<file path="config.mk">
export PLATFORM = sky130hd
export DESIGN_NAME = pc_select_flat
export DESIGN_NICKNAME = d
export VERILOG_FILES = /design/src/rtl/pc_select_if.sv /design/src/rtl/pc_select.sv /design/src/flat_wrapper.sv
export SDC_FILE = /design/constraint.sdc
export NUM_CORES = 1
export LEC_CHECK = 0
export ABC_AREA = 1
export BUFFER_PORTS_ARGS = -buffer_cell sky130_fd_sc_hd__buf_2
export CORE_MARGIN = 2
export CORE_UTILIZATION = 43
export DETAILED_ROUTE_END_ITERATION = 16
export GPL_ROUTABILITY_DRIVEN = 0
export PLACE_DENSITY = 0.95
export SETUP_SLACK_MARGIN = 0.4
export SLEW_MARGIN = 0
export SYNTH_ARGS = -nofsm -noshare
export SYNTH_HDL_FRONTEND = slang
export SYNTH_SLANG_ARGS = --single-unit
export TNS_END_PERCENT = 20
</file>
<file path="constraint.sdc">
create_clock -name I_clk -period 1.9 [get_ports I_clk]
set_input_delay 0.285 -clock I_clk [delete_from_list [all_inputs] [get_ports I_clk]]
set_output_delay 0.285 -clock I_clk [all_outputs]
set_load 0.1 [all_outputs]
</file>
<file path="src/rtl/pc_select_if.sv">
// ----------------------------------------------------------------------------
// pc_select_if
// Groups the fetch-stage signals of the next-PC selector.
//   I_interrupt : interrupt request level from the interrupt controller
//   I_mtvec     : trap vector base from the CSR file (XLEN)
//   I_data      : normal next-PC candidate from the PC-update logic (XLEN)
//   O_data      : selected next PC (XLEN)
//   O_trap      : high in the cycle a trap redirect is selected
//   O_mepc      : PC captured at the last trap redirect (XLEN)
// master modport: the surrounding core side (drives the I_* signals).
// slave modport : the pc_select block (drives the O_* signals).
// ----------------------------------------------------------------------------
interface pc_select_if #(
    parameter int XLEN = 32
);
    logic            I_interrupt;
    logic [XLEN-1:0] I_mtvec;
    logic [XLEN-1:0] I_data;
    logic [XLEN-1:0] O_data;
    logic            O_trap;
    logic [XLEN-1:0] O_mepc;

    modport master (
        output I_interrupt,
        output I_mtvec,
        output I_data,
        input  O_data,
        input  O_trap,
        input  O_mepc
    );

    modport slave (
        input  I_interrupt,
        input  I_mtvec,
        input  I_data,
        output O_data,
        output O_trap,
        output O_mepc
    );
endinterface

</file>
<file path="src/rtl/pc_select.sv">
// ----------------------------------------------------------------------------
// pc_select
// Next-PC source selector for the fetch stage. Forwards the normal next-PC
// candidate, or redirects to the trap vector on the first cycle an interrupt
// request is seen (rising-edge detect against the previous-cycle level), and
// captures the interrupted PC as mepc.
//
// Ports:
//   I_clk   : core clock, rising-edge active
//   I_rst_n : asynchronous active-low reset (clears int_q and mepc)
//   bus     : pc_select_if.slave (I_interrupt, I_mtvec, I_data in;
//             O_data, O_trap, O_mepc out)
//
// Optional build macro:
//   PC_SEL_ALIGN_EN : when defined, the trap target has mtvec[1:0] forced
//                     to 2'b00 (MODE bits ignored). When undefined, mtvec is
//                     passed through unmodified.
// ----------------------------------------------------------------------------
module pc_select #(
    parameter int XLEN = 32
) (
    input  logic         I_clk,
    input  logic         I_rst_n,
    pc_select_if.slave   bus
);

    logic            int_q;
    logic            int_d;
    logic [XLEN-1:0] mepc_q;
    logic [XLEN-1:0] mepc_d;
    logic [XLEN-1:0] target;
    logic            trap;

    // Trap target selection.
    always_comb begin
        target = bus.I_mtvec;
`ifdef PC_SEL_ALIGN_EN
        // Drop the MODE bits so the vector is always word aligned.
        target = bus.I_mtvec & ~{{(XLEN-2){1'b0}}, 2'b11};
`endif
    end

    // Redirect and next-state logic. The trap pulse is purely combinational,
    // so an interrupt rising between edges redirects immediately, and a level
    // held across an edge stops redirecting once int_q has sampled it.
    always_comb begin
        trap   = bus.I_interrupt & ~int_q;
        int_d  = bus.I_interrupt;
        mepc_d = mepc_q;
        if (trap) begin
            mepc_d = bus.I_data;
        end
    end

    always_ff @(posedge I_clk or negedge I_rst_n) begin
        if (!I_rst_n) begin
            int_q  <= 1'b0;
            mepc_q <= '0;
        end else begin
            int_q  <= int_d;
            mepc_q <= mepc_d;
        end
    end

    assign bus.O_trap = trap;
    assign bus.O_data = trap ? target : bus.I_data;
    assign bus.O_mepc = mepc_q;

endmodule

</file>
<file path="src/flat_wrapper.sv">
// flat-port wrapper written by rule: the top's interface ports become plain ports
module pc_select_flat 
#(
    parameter int XLEN = 32
)
  (I_clk, I_rst_n, bus_I_interrupt, bus_I_mtvec, bus_I_data, bus_O_data, bus_O_trap, bus_O_mepc);
  pc_select_if #(.XLEN(XLEN)) bus_i ();
  input  logic I_clk;
  input  logic I_rst_n;
  input wire logic [$bits(bus_i.I_interrupt)-1:0] bus_I_interrupt;
  input wire logic [$bits(bus_i.I_mtvec)-1:0] bus_I_mtvec;
  input wire logic [$bits(bus_i.I_data)-1:0] bus_I_data;
  output wire logic [$bits(bus_i.O_data)-1:0] bus_O_data;
  output wire logic [$bits(bus_i.O_trap)-1:0] bus_O_trap;
  output wire logic [$bits(bus_i.O_mepc)-1:0] bus_O_mepc;
  assign bus_i.I_interrupt = bus_I_interrupt;
  assign bus_i.I_mtvec = bus_I_mtvec;
  assign bus_i.I_data = bus_I_data;
  assign bus_O_data = bus_i.O_data;
  assign bus_O_trap = bus_i.O_trap;
  assign bus_O_mepc = bus_i.O_mepc;
  pc_select #(.XLEN(XLEN)) u_core (.I_clk(I_clk), .I_rst_n(I_rst_n), .bus(bus_i));
endmodule
</file>
==> results.py <==
metrics = {
    "detailed_routing": {
        "drc_errors": 0,
        "drt_iter0_drc": 129,
        "drt-total-wl_mm": 5.79,
        "via_count": 2154,
        "ant_nets": 0,
        "drt_pass1_iterations": 6,
        "routedWlPerCell_um": 13.6,
        "vias_per_cell": 5.04,
    },
    "global_routing": {
        "grt_util_all_layers_pct": 25.3,
        "gr-total-overflow": 0,
        "grt_use_met3_pct": 6.17,
        "top_usage_layer": "met2",
        "antenna_found_initial": 0,
        "first_global_vias": 1996,
        "grt_first_pass_wirelength_mm": 8.77,
        "met1_usage_pct": 26.2,
        "grt_max_degree": 65,
        "grt_use_met2_pct": 48.2,
    },
    "cells_and_area": {
        "n_antenna_cell": 0,
        "drive_gt1_share_pct": 43.5,
        "area_delta_synth_final_pct": 70.7,
        "fillCellCount": 286,
        "layout.nets": 443,
    },
    "clock_tree": {
        "cts.sinks": 33,
        "cts_hold_buffers": 0,
        "clock-root-buffer": "clkbuf_8",
        "cts.clk_slew.worst_paths_ps": 70,
        "clkLatencyLatePin_ps": 280,
        "numCtsBuffers": 5,
        "cts.htree.levels": 2,
        "clockBufferDepth": 2,
        "cts_tree": "done",
    },
    "timing": {
        "fin_tns_setup_ps": 0,
        "hold_viol": 0,
        "fmaxAchievable_mhz": 598,
        "fin_ws_ps": 228,
        "whs_ps": 53.3,
        "final-setup-viol-count": 0,
        "clock_skew_ps": 6.18,
        "maxSlewHeadroom_pct": 52.4,
        "rsz0062_at_grt": "true",
        "finalCriticalPeriod_ps": 1670,
        "post-route-period-util_pct": 88.0,
        "tightest_slew_ps": 715,
        "drv_slew": 0,
    },
    "yosys": {
        "synth.distinct_cells": 7,
        "syn_nets": 316,
        "async_flop_share_pct": 100,
        "netlist_top_cells_area": "dfrtp_1 45%, nand2_1 27%, nand3_1 18%, buf_4 5.8%, buf_6 3.7%",
        "ys_seq_area_share_pct": 45.5,
        "synth.avg_cell_area_sq_um": 7.29,
        "synth_ff_type": "dfrtp_1",
        "syn_inst": 249,
        "synth_most_common_cell": "nand2_1",
        "synthTopCellsByCount": "129 x nand2_1, 64 x nand3_1, 33 x dfrtp_1",
        "ys_ff_latch": 33,
        "synth_top_area_share_pct": 45.5,
        "synth_warnings": 0,
        "synth_area_sq_um": 1820,
        "synth_edf_count": 0,
        "synth.largest_area_cell": "dfrtp_1",
    },
    "pwr": {
        "power_leakage_nw": 1.80,
        "max-vdd-ir-drop_uv": 581,
        "power.density_nw_per_um2": 1010,
    },
    "place": {
        "post-place-ws_ps": 266,
        "dp_hpwl_mm": 3.85,
        "numPortBuffers": 131,
    },
    "setup_path": {
        "r2r_slack_ps": 670,
        "worstPathArrival_ps": 1390,
        "path_class": "reg2out",
        "critPathMaxFanout": 21,
        "start_kind": "flop",
        "cp_data_required_time_ps": 1620,
        "r2r-start": "u_core.int_q",
        "crit_path_start": "u_core.int_q",
        "reg2reg_depth": 6,
        "reg2reg_to": "u_core.bus.O_mepc[6]",
        "cp-end-kind": "output pin",
    },
    "floorplan": {
        "fp.coreArea_sq_um": 4030,
        "dieHeight_um": 69.0,
        "pin_count": 132,
        "start_util_pct": 45.1,
        "rows": 23,
        "die_w_um": 69.0,
        "dieArea_sq_um": 4760,
    },
    "job": {
        "cap_viol_max_count": 0,
    },
    "worst_hold_path": {
        "hold_class": "in2async",
    },
    "run_status": {
        "status": "finished clean",
    },
}
-- critical path: stages (launching register included) --
cell and delay, ps:
dfrtp_1 400, inv_4 130, buf_12 170, nand3_1 90
nand2_1 100, buf_6 220
-- flip-flops by register name, indices dropped and copies added (netlist names) --
register and cells:
u_core.bus.O_mepc 32, u_core.int_q 1
-- area by class of cell --
class / count / area, sq um / area share [%]
Clock buffer: 7 / 96.3 / 3.11
Sequential cell: 33 / 826 / 26.6
Clock inverter: 1 / 5.00 / 0.161
Tap cell: 50 / 62.6 / 2.02
Multi-Input combinational cell: 193 / 853 / 27.5
Timing Repair Buffer: 141 / 1250 / 40.2
Inverter: 2 / 10.0 / 0.323
-- logic make-up after synthesis --
logic type,synth area share [%]
simple gates,44.3
flops,45.5
buf+inv,10.2
-- worst max path at each step --
stage                                end  slack, ps  depth (start not counted)
final                     bus_O_data[15]        230                          5
after global routing       bus_O_data[7]        160                          5
after CTS                 bus_O_data[21]        220                          5
after detailed placement  bus_O_data[27]        270                          6
after global placement    bus_O_data[21]        310                          6
after floorplan           bus_O_data[15]        220                          5
-- metrics by stage --
step | cell area [sq um] | std cells | util (%) | power (mW)
final | 3100 | 427 | 76.9 | 3.14
after detailed placement | 2720 | 414 | 67.5 | 2.49
after CTS | 3050 | 427 | 75.7 | 3.13
after global placement | 2720 | 414 | 67.5 | 2.46
after floorplan | 1830 | 249 | - | 2.10
after global routing | 3100 | 427 | 76.9 | 3.27
-- per-layer routing --
metal / vias to the layer above / wire [um]
met4: 0 / 133
met1: 992 / 2180
met2: 105 / 3090
met5: - / 0
met3: 12 / 388
li1: 1045 / -
-- cells in the final DEF, fill, tap and decap left out --
master,netlist,final
buf_12,0,27
buf_2,1,98
buf_4,14,3
buf_6,6,10
buf_8,0,1
bufbuf_16,0,2
clkbuf_8,0,7
clkinv_2,0,1
dfrtp_1,33,33
inv_1,2,1
inv_4,0,1
nand2_1,129,115
nand2_2,0,13
nand2_8,0,1
nand3_1,64,64
-- report_power, final --
part | internal (mW) | leakage [nW] | total (mW) | switching, mW
logic | 0.396 | 1.34 | 1.74 | 1.34
registers | 0.789 | 0.408 | 0.834 | 0.0448
clock network | 0.327 | 0.0542 | 0.567 | 0.240
-- repair_timing --
action	in CTS	in global routing
gates cloned	2	0
resized for setup	42	13
setup buffers	3	0
endpoints found under the setup margin	33	33
Note: power is estimated with default switching activity, not from simulation.
